**src/rtl/rle_stream_ctrl_if.sv**
```systemverilog
// Handshake bundle between the run-length-encoding job sequencer and its surroundings
// (software control, byte source, input FIFO and rle_enc).
interface rle_stream_ctrl_if #(
    parameter int LEN_W = 16
);
    logic             start;
    logic             abort;
    logic [LEN_W-1:0] job_len;
    logic [7:0]       src_data;
    logic             src_valid;
    logic             src_ready;
    logic [7:0]       fifo_in_wdata;
    logic             fifo_in_wrreq;
    logic             fifo_in_full;
    logic             fifo_in_empty;
    logic             enc_wr_req;
    logic             enc_rst;
    logic             enc_flush;
    logic             busy;
    logic             done;
    logic             timeout_err;
    logic [LEN_W-1:0] bytes_sent;
    logic [LEN_W-1:0] records_out;

    modport master (
        output start, abort, job_len, src_data, src_valid,
               fifo_in_full, fifo_in_empty, enc_wr_req,
        input  src_ready, fifo_in_wdata, fifo_in_wrreq, enc_rst, enc_flush,
               busy, done, timeout_err, bytes_sent, records_out
    );

    modport slave (
        input  start, abort, job_len, src_data, src_valid,
               fifo_in_full, fifo_in_empty, enc_wr_req,
        output src_ready, fifo_in_wdata, fifo_in_wrreq, enc_rst, enc_flush,
               busy, done, timeout_err, bytes_sent, records_out
    );
endinterface

```
**src/rtl/rle_stream_ctrl.sv**
```systemverilog
// Hardware job sequencer for one RLE job: clear encoder and FIFOs, stream the source
// bytes into the input FIFO, wait for it to drain, then flush the encoder.
module rle_stream_ctrl #(
    parameter int LEN_W         = 16,
    parameter int CLR_CYCLES    = 4,
    parameter int FLUSH_TIMEOUT = 1024
) (
    input logic              clk,
    input logic              rst,
    rle_stream_ctrl_if.slave bus
);

    typedef enum logic [2:0] {IDLE, CLR, FEED, DRAIN, FLUSH, DONE} state_t;

    state_t           state;
    state_t           state_nx;
    logic [LEN_W-1:0] len;
    logic [LEN_W-1:0] clr_cnt;
    logic [LEN_W-1:0] flush_cnt;
    logic [LEN_W-1:0] bytes_sent;
    logic [LEN_W-1:0] records_out;
    logic             aborting;
    logic             timeout_err;
    logic             enc_rst;
    logic             enc_flush;
    logic             busy;
    logic             done;
    logic             in_job;
    logic             abort_hit;
    logic             start_job;
    logic             src_ready;
    logic             xfer;
    logic             clr_last;
    logic             flush_last;

    assign src_ready = (state == FEED) && !bus.fifo_in_full && (bytes_sent < len);
    assign xfer      = src_ready && bus.src_valid;

    always_comb begin
        in_job     = (state == CLR) || (state == FEED) || (state == DRAIN) || (state == FLUSH);
        abort_hit  = bus.abort && in_job;
        start_job  = bus.start && !bus.abort && ((state == IDLE) || (state == DONE));
        clr_last   = (clr_cnt == LEN_W'(CLR_CYCLES - 1));
        flush_last = (flush_cnt == LEN_W'(FLUSH_TIMEOUT - 1));
        state_nx   = state;
        if (abort_hit) begin
            state_nx = CLR;
        end else begin
            case (state)
                IDLE:  if (start_job) state_nx = CLR;
                CLR: begin
                    // An aborted job still gets a full clear but never resumes streaming.
                    if (clr_last) begin
                        if (aborting)          state_nx = IDLE;
                        else if (len == '0)    state_nx = DONE;
                        else                   state_nx = FEED;
                    end
                end
                FEED:  if (xfer && (bytes_sent + LEN_W'(1) == len)) state_nx = DRAIN;
                DRAIN: if (bus.fifo_in_empty) state_nx = FLUSH;
                FLUSH: if (bus.enc_wr_req || flush_last) state_nx = DONE;
                DONE: begin
                    if (bus.abort)      state_nx = IDLE;
                    else if (start_job) state_nx = CLR;
                end
                default: state_nx = IDLE;
            endcase
        end
    end

    always_ff @(posedge clk or posedge rst) begin
        if (rst) begin
            state       <= IDLE;
            len         <= '0;
            clr_cnt     <= '0;
            flush_cnt   <= '0;
            bytes_sent  <= '0;
            records_out <= '0;
            aborting    <= 1'b0;
            timeout_err <= 1'b0;
            enc_rst     <= 1'b0;
            enc_flush   <= 1'b0;
            busy        <= 1'b0;
            done        <= 1'b0;
        end else begin
            state     <= state_nx;
            enc_rst   <= (state_nx == CLR);
            enc_flush <= (state_nx == FLUSH);
            busy      <= state_nx inside {CLR, FEED, DRAIN, FLUSH};
            done      <= (state_nx == DONE);

            // Re-entering CLR on an abort restarts the clear from zero.
            if ((state_nx != state) || abort_hit) begin
                clr_cnt   <= '0;
                flush_cnt <= '0;
            end else begin
                if (state == CLR)   clr_cnt   <= clr_cnt + LEN_W'(1);
                if (state == FLUSH) flush_cnt <= flush_cnt + LEN_W'(1);
            end

            if (abort_hit)              aborting <= 1'b1;
            else if (state_nx == IDLE)  aborting <= 1'b0;

            if (start_job) begin
                len         <= bus.job_len;
                bytes_sent  <= '0;
                records_out <= '0;
                timeout_err <= 1'b0;
            end else begin
                if (xfer) bytes_sent <= bytes_sent + LEN_W'(1);
                // Counters freeze once a job is aborted.
                if (bus.enc_wr_req && in_job && !aborting && (records_out != '1))
                    records_out <= records_out + LEN_W'(1);
                if ((state == FLUSH) && (state_nx == DONE) && !bus.enc_wr_req)
                    timeout_err <= 1'b1;
            end
        end
    end

    assign bus.src_ready     = src_ready;
    assign bus.fifo_in_wrreq = xfer;
    assign bus.fifo_in_wdata = xfer ? bus.src_data : 8'h00;
    assign bus.enc_rst       = enc_rst;
    assign bus.enc_flush     = enc_flush;
    assign bus.busy          = busy;
    assign bus.done          = done;
    assign bus.timeout_err   = timeout_err;
    assign bus.bytes_sent    = bytes_sent;
    assign bus.records_out   = records_out;

endmodule
```
**src/flat_wrapper.sv**
```systemverilog
// flat-port wrapper written by rule: the top's interface ports become plain ports
module rle_stream_ctrl_flat 
#(
    parameter int LEN_W         = 16,
    parameter int CLR_CYCLES    = 4,
    parameter int FLUSH_TIMEOUT = 1024
)
  (clk, rst, bus_start, bus_abort, bus_job_len, bus_src_data, bus_src_valid, bus_fifo_in_full, bus_fifo_in_empty, bus_enc_wr_req, bus_src_ready, bus_fifo_in_wdata, bus_fifo_in_wrreq, bus_enc_rst, bus_enc_flush, bus_busy, bus_done, bus_timeout_err, bus_bytes_sent, bus_records_out);
  rle_stream_ctrl_if #(.LEN_W(LEN_W)) bus_i ();
  input logic clk;
  input logic rst;
  input wire logic [$bits(bus_i.start)-1:0] bus_start;
  input wire logic [$bits(bus_i.abort)-1:0] bus_abort;
  input wire logic [$bits(bus_i.job_len)-1:0] bus_job_len;
  input wire logic [$bits(bus_i.src_data)-1:0] bus_src_data;
  input wire logic [$bits(bus_i.src_valid)-1:0] bus_src_valid;
  input wire logic [$bits(bus_i.fifo_in_full)-1:0] bus_fifo_in_full;
  input wire logic [$bits(bus_i.fifo_in_empty)-1:0] bus_fifo_in_empty;
  input wire logic [$bits(bus_i.enc_wr_req)-1:0] bus_enc_wr_req;
  output wire logic [$bits(bus_i.src_ready)-1:0] bus_src_ready;
  output wire logic [$bits(bus_i.fifo_in_wdata)-1:0] bus_fifo_in_wdata;
  output wire logic [$bits(bus_i.fifo_in_wrreq)-1:0] bus_fifo_in_wrreq;
  output wire logic [$bits(bus_i.enc_rst)-1:0] bus_enc_rst;
  output wire logic [$bits(bus_i.enc_flush)-1:0] bus_enc_flush;
  output wire logic [$bits(bus_i.busy)-1:0] bus_busy;
  output wire logic [$bits(bus_i.done)-1:0] bus_done;
  output wire logic [$bits(bus_i.timeout_err)-1:0] bus_timeout_err;
  output wire logic [$bits(bus_i.bytes_sent)-1:0] bus_bytes_sent;
  output wire logic [$bits(bus_i.records_out)-1:0] bus_records_out;
  assign bus_i.start = bus_start;
  assign bus_i.abort = bus_abort;
  assign bus_i.job_len = bus_job_len;
  assign bus_i.src_data = bus_src_data;
  assign bus_i.src_valid = bus_src_valid;
  assign bus_i.fifo_in_full = bus_fifo_in_full;
  assign bus_i.fifo_in_empty = bus_fifo_in_empty;
  assign bus_i.enc_wr_req = bus_enc_wr_req;
  assign bus_src_ready = bus_i.src_ready;
  assign bus_fifo_in_wdata = bus_i.fifo_in_wdata;
  assign bus_fifo_in_wrreq = bus_i.fifo_in_wrreq;
  assign bus_enc_rst = bus_i.enc_rst;
  assign bus_enc_flush = bus_i.enc_flush;
  assign bus_busy = bus_i.busy;
  assign bus_done = bus_i.done;
  assign bus_timeout_err = bus_i.timeout_err;
  assign bus_bytes_sent = bus_i.bytes_sent;
  assign bus_records_out = bus_i.records_out;
  rle_stream_ctrl #(.LEN_W(LEN_W), .CLR_CYCLES(CLR_CYCLES), .FLUSH_TIMEOUT(FLUSH_TIMEOUT)) u_core (.clk(clk), .rst(rst), .bus(bus_i));
endmodule
```
**config.mk**
```make
export PLATFORM = sky130hd
export DESIGN_NAME = rle_stream_ctrl_flat
export DESIGN_NICKNAME = d
export VERILOG_FILES = /design/src/rtl/rle_stream_ctrl_if.sv /design/src/rtl/rle_stream_ctrl.sv /design/src/flat_wrapper.sv
export SDC_FILE = /design/constraint.sdc
export NUM_CORES = 1
export LEC_CHECK = 0
export BUFFER_PORTS_ARGS = -buffer_cell sky130_fd_sc_hd__clkbuf_2
export CORE_MARGIN = 2
export CORE_UTILIZATION = 40
export CTS_BUF_LIST = sky130_fd_sc_hd__clkbuf_4 sky130_fd_sc_hd__clkbuf_8
export DETAILED_ROUTE_END_ITERATION = 10
export PLACE_DENSITY_LB_ADDON = 0.3
export SYNTH_ARGS = -nofsm -noshare
export SYNTH_HDL_FRONTEND = slang
export SYNTH_SLANG_ARGS = --single-unit
```
**constraint.sdc**
```tcl
create_clock -name clk -period 3.33 [get_ports clk]
set_clock_uncertainty 0.2 [all_clocks]
set_input_delay 0.333 -clock clk [delete_from_list [all_inputs] [get_ports clk]]
set_output_delay 0.333 -clock clk [all_outputs]
set_load 0.02 [all_outputs]
```
==> results of run 1 <==
-- final timing paths --
check	cells past startpoint	to
min reg2reg	1	u_core.bus.records_out[15]$_DFFE_PP0P_
min in group asynchronous	3	u_core.bus.records_out[11]$_DFFE_PP0P_
max	11	u_core.clr_cnt[2]$_DFFE_PP0P_
min	3	u_core.bus.timeout_err$_DFFE_PP0P_
max in group asynchronous	4	u_core.bus.bytes_sent[8]$_DFFE_PP0P_
max reg2reg	11	u_core.clr_cnt[2]$_DFFE_PP0P_
-- what timing repair did --
item / 4_1_cts / 5_1_grt
hold endpoints to repair: 64 / 0
buffers inserted: 0 / 4
gates cloned: 0 / 2
endpoints found under the setup margin: 8 / 41
gates resized for setup: 1 / 9
pin swaps: 0 / 3
hold buffers: 17 / 0
-- power groups by stage --
stage / registers [mW] / clock network (mW) / logic [mW]
after CTS: 1.39 / 0.754 / 0.911
after floorplan: 1.38 / 0 / 0.644
after detailed placement: 1.41 / 0 / 0.887
after global placement: 1.40 / 0 / 0.863
after global routing: 1.41 / 0.797 / 1.06
final: 1.39 / 0.731 / 0.937
-- state kept, by name, indices dropped and copies added, names as in the netlist --
signal and flops:
u_core.bus.enc_flush 1, u_core.clr_cnt 16, u_core.bus.bytes_sent 16, u_core.bus.enc_rst 1, u_core.len 16, u_core.aborting 1
u_core.bus.done 1, u_core.bus.timeout_err 1, u_core.bus.records_out 16, u_core.state 3, u_core.flush_cnt 16, u_core.bus.busy 1
-- area by class of cell --
type	count	area [sq um]
fillers	1257	6650
multi-input cells	491	3070
flip-flops and latches	89	2230
repair buffers	125	815
well taps	176	220
clock buffers	9	124
inverters	29	114
clock inverters	7	62.6
repair inverters	1	7.51
-- synthesized netlist by cell type, drive strengths merged (15+ instances only) --
master	count
clkbuf	15
xor2	20
nor2	82
nand3	23
nand4	16
ha	20
xnor2	39
nand2	96
dfrtp	89
inv	29
a21oi	16
o21ai	50
-- routing by layer --
metal,wire [um],share of wire
met2,6750,0.48
met4,212,0.015
met5,0,0
met3,703,0.050
met1,6470,0.46
-- per-stage QoR --
step            util  power (mW)  hold slack (ns)  area [sq um]
6_report       0.500        3.06           0.0938          6640
3_5_place_dp   0.466        2.30            0.312          6190
3_3_place_gp   0.466        2.26            0.306          6190
4_1_cts        0.492        3.05           0.0747          6550
5_1_grt        0.500        3.27           0.0791          6640
2_1_floorplan      -        2.02            0.250          5480
-- worst max-delay path, stage by stage, from the launching register on --
cell	delay (ns)
dfrtp_2	0.46
ha_1	0.19
nand3_1	0.21
buf_4	0.23
nor4_1	0.26
nor3_1	0.13
buf_4	0.17
nor4_4	0.36
a41oi_4	0.25
buf_4	0.24
nand3b_1	0.15
a21boi_0	0.19
-- kinds of logic (layout without fill, tap and decap cells) --
group           Yosys count  in the layout  share of synthesized area
flops                    89             89                      0.406
xor+xnor                 59             59                     0.0977
mux                       7              7                     0.0135
simple gates            297            297                      0.268
fa+ha+maj                20             20                     0.0456
buf+inv                  57            171                     0.0440
compound gates          107            108                      0.125
==> impl_metrics.json, run 1 <==
{
  "layout_common_cells": "nand2_1 (96), dfrtp_1 (88), nor2_1 (82), clkbuf_2 (78), o21ai_0 (49)",
  "track_usage": 0.200,
  "maxSlewHeadroom": 0.397,
  "layout_commonest_cell": "nand2_1",
  "synth_cell_type_count": 61,
  "start_kind": "register",
  "p_per_area_nw_per_um2": 461,
  "hp-class": "in2reg",
  "grt_max_degree": 50,
  "ff2ff_setup_slack_ns": 0.19,
  "worstMarginPinSlew_ns": 0.903,
  "clkSinkCount": 89,
  "power.switching_mw": 1.17,
  "clk_path_buf_depth": 2,
  "wire_per_inst_um": 15.2,
  "synth-seq-cells": 89,
  "p_sw_frac": 0.381,
  "syn_inst": 636,
  "synth_area_leader_cell": "dfrtp_1",
  "top_usage_layer": "met2",
  "synth-main-ff-cell": "dfrtp_1",
  "vias": 4904,
  "synth_top_area_frac": 0.406,
  "met1_usage": 0.259,
  "drive_above_1_share": 0.200,
  "root_buffer": "clkbuf_8",
  "setup_viol": 0,
  "worstHoldStart": "bus_enc_wr_req",
  "drt_iter0_markers": 372,
  "row_count": 42,
  "dpl_worst_slack_ns": 0.122,
  "syn_avg_cell_area_sq_um": 8.62,
  "startpoint": "u_core.bus.bytes_sent[1]$_DFFE_PP0P_",
  "ir_worst_vdd_uv": 282,
  "use_met3": 0.0522,
  "p_leak_nw": 3.05,
  "slew_violations": 0,
  "antenna_cells": 0,
  "coreArea_sq_um": 13300,
  "comb_power_share": 0.306,
  "finalHoldViolations": 0,
  "dp_hpwl_mm": 10.0,
  "overflow": 0,
  "async_reset_ff_frac": 1.00,
  "arrival_ns": 3.24,
  "worst_slack_ns": 0.195,
  "cts_tree": "done",
  "placed_cells": 888,
  "internal_power_mw": 1.90,
  "clock_latency_ns": 0.40,
  "area_growth_pct": 21.1,
  "grt_pass1_wl_mm": 23.3,
  "clk_pin_slew_ns": 0.11,
  "cts_made_buffers": 9,
  "yosysSeqAreaShare": 0.406,
  "remaining_drc_errors": 0,
  "cts_max_level": 3,
  "pwr-share-clk": 0.239,
  "finalNonFillerCells": 927,
  "ant_nets": 0,
  "drt-total-wl_mm": 14.1,
  "io_buffers": 78,
  "finalCriticalPeriod_ns": 3.14,
  "end_kind": "register",
  "setup_tns_ns": 0,
  "grt_pass1_vias": 4843,
  "fin_crit_sh": 0.941,
  "firstDrtPassIters": 4,
  "crit_type": "reg2reg",
  "initial_core_util": 0.412,
  "cp_data_required_time_ns": 3.44,
  "status": "finished, final reports clean",
  "ys_warn_count": 0,
  "num_io_pins": 79,
  "synth_nets": 688,
  "seqPwrFrac": 0.455,
  "synth.area.top_cells": "dfrtp_1 (41%), nand2_1 (6.6%), xnor2_1 (6.1%)",
  "final_nets": 798,
  "die-area_sq_um": 14700,
  "synth-edff-count": 0,
  "fmax_mhz": 319,
  "antenna_found_initial": 0,
  "drv_cap": 0,
  "gp_congestion": 0.867,
  "syn_area_sq_um": 5480,
  "grt_use_met2": 0.329,
  "worstPathMaxFanout": 7,
  "die_h_um": 121,
  "worstReg2RegStart": "u_core.bus.bytes_sent[1]$_DFFE_PP0P_",
  "die_x_um": 121,
  "vias_per_cell": 5.29
}
(Power assumes the default switching activity.)
==> run 2, diff against run 1 <==
--- a/config.mk
+++ b/config.mk
@@ -6,8 +6,10 @@
 export NUM_CORES = 1
 export LEC_CHECK = 0
 export BUFFER_PORTS_ARGS = -buffer_cell sky130_fd_sc_hd__clkbuf_2
+export CELL_PAD_IN_SITES_DETAIL_PLACEMENT = 1
+export CELL_PAD_IN_SITES_GLOBAL_PLACEMENT = 2
 export CORE_MARGIN = 2
-export CORE_UTILIZATION = 40
+export CORE_UTILIZATION = 36
 export CTS_BUF_LIST = sky130_fd_sc_hd__clkbuf_4 sky130_fd_sc_hd__clkbuf_8
 export DETAILED_ROUTE_END_ITERATION = 10
 export PLACE_DENSITY_LB_ADDON = 0.3
==> impl_metrics.json, run 2 (same netlist as run 1, synthesis figures left out) <==
{
  "row_count": 45,
  "firstDrtPassIters": 5,
  "vias": 5106,
  "met3_length_um": 521,
  "drt-met1-wl_mm": 7.62,
  "grt_pass1_wl_mm": 27.8,
  "final_nets": 822,
  "clkSinkCount": 89,
  "coreArea_sq_um": 15000,
  "die_x_um": 127,
  "die_h_um": 127,
  "multiInputGateArea_sq_um": 3110,
  "area_growth_pct": 26.8,
  "setup_viol": 0,
  "ant_nets": 0,
  "worstPathMaxFanout": 8,
  "overflow": 0,
  "power.total_mw": 3.39,
  "dpl-instance-area_sq_um": 6250,
  "grt_pass1_vias": 5453,
  "clock_latency_ns": 0.39,
  "clk_pin_slew_ns": 0.09,
  "arrival_ns": 3.29,
  "cts_made_buffers": 9,
  "root_buffer": "clkbuf_8",
  "status": "finished, final reports clean",
  "layout_common_cells": "nand2_1 (95), dfrtp_1 (86), nor2_1 (82), clkbuf_2 (78)",
  "fin_crit_sh": 0.964,
  "dp_hpwl_mm": 11.9,
  "track_usage": 0.214,
  "cts_max_level": 3,
  "wire_per_inst_um": 17.5,
  "finalCriticalPeriod_ns": 3.21,
  "worstMarginPinSlew_ns": 0.808,
  "rsz0062_at_grt": "true",
  "num_io_pins": 79,
  "cp_data_required_time_ns": 3.41,
  "finalHoldViolations": 0,
  "p_leak_nw": 3.21,
  "start_kind": "register",
  "comb_power_share": 0.342,
  "hp-class": "in2reg",
  "seqPwrFrac": 0.406,
  "maxSlewHeadroom": 0.453,
  "fin_util": 0.463,
  "initial_core_util": 0.365,
  "antenna_found_initial": 0,
  "p_per_area_nw_per_um2": 487,
  "pwr-share-clk": 0.253,
  "layout_commonest_cell": "nand2_1",
  "fmax_mhz": 312,
  "internal_power_mw": 2.16,
  "wl_met2_mm": 8.37,
  "seqCellArea_sq_um": 2230,
  "final_area_sq_um": 6950,
  "fillers": 1750,
  "finalNonFillerCells": 962,
  "ir_worst_vdd_uv": 227,
  "p_sw_frac": 0.362,
  "crit_type": "reg2reg",
  "antenna_cells": 0,
  "drt_iter0_markers": 241,
  "die-area_sq_um": 16200,
  "hold_slack_ns": 0.0819,
  "cts_tree": "done",
  "top_layer": "met4",
  "drv_cap": 0,
  "drive_above_1_share": 0.233,
  "remaining_drc_errors": 0,
  "slew_violations": 0,
  "grt_max_degree": 53,
  "power.switching_mw": 1.23,
  "io_buffers": 78,
  "clk_path_buf_depth": 2,
  "vias_per_cell": 5.31,
  "end_kind": "register",
  "placed_cells": 907,
  "drt-total-wl_mm": 16.9,
  "gp_congestion": 0.814
}
-- run 2: per-layer routing --
layer  global-route usage  vias to the layer above
met4               0.0834                        0
met2                0.369                       86
met3               0.0272                       21
li1                     -                     2464
met5                    0                        -
met1                0.274                     2535
-- run 2: stage by stage --
stage | setup TNS [ns] | setup WS (ns)
floorplan | 0 | 0.245
global placement | 0 | 0.122
detailed placement | 0 | 0.0288
CTS | -0.127 | -0.0300
global route | -0.0287 | -0.0287
finish | 0 | 0.120
-- run 2: area by class of cell --
| cell class | instances | share of cell area |
|---|---|---|
| repair buffers | 150 | 0.151 |
| clock inverters | 5 | 0.0117 |
| flip-flops and latches | 89 | 0.321 |
| clock buffers | 10 | 0.0189 |
| multi-input cells | 491 | 0.447 |
| well taps | 188 | 0.0338 |
| inverters | 29 | 0.0164 |
-- run 2: worst paths after layout --
kind                                                    startpoint                               endpoint  cells past startpoint  slack (ns)
worst min register to register  u_core.bus.timeout_err$_DFFE_PP0P_     u_core.bus.timeout_err$_DFFE_PP0P_                      1        0.33
worst min-delay path                                bus_enc_wr_req     u_core.bus.timeout_err$_DFFE_PP0P_                      3        0.08
max in group asynchronous                                      rst  u_core.bus.bytes_sent[10]$_DFFE_PP0P_                      4        1.80
min in group asynchronous                                      rst  u_core.bus.records_out[3]$_DFFE_PP0P_                      3        0.38
worst max-delay path                    u_core.len[15]$_DFFE_PP0P_        u_core.flush_cnt[2]$_DFFE_PP0P_                     13        0.12
worst max register to register          u_core.len[15]$_DFFE_PP0P_        u_core.flush_cnt[2]$_DFFE_PP0P_                     13        0.12
-- run 2: power groups by stage --
stage	clock network, mW	logic [mW]	registers (mW)
after detailed placement	0	0.923	1.42
final	0.857	1.16	1.37
after global routing	0.935	1.28	1.40
after floorplan	0	0.644	1.38
after global placement	0	0.883	1.41
after CTS	0.885	0.998	1.39
-- run 2: timing repair --
action	CTS	global route
setup buffers	3	18
setup endpoints to repair	16	38
pin swaps	0	4
resized for setup	11	11
hold buffers	17	0
cloned	0	2
endpoints found under the hold margin	53	0
-- run 2: worst max-delay path, cell delays in order, from the launching register on --
cell and delay [ns]:
dfrtp_1 0.43, inv_1 0.08, ha_1 0.31, a211oi_2 0.25
o2111ai_1 0.16, a21oi_2 0.19, o21ai_4 0.09, buf_4 0.16
nor4_4 0.32, a41oi_4 0.16, buf_12 0.18, buf_4 0.13
and4b_1 0.17, o31a_1 0.26
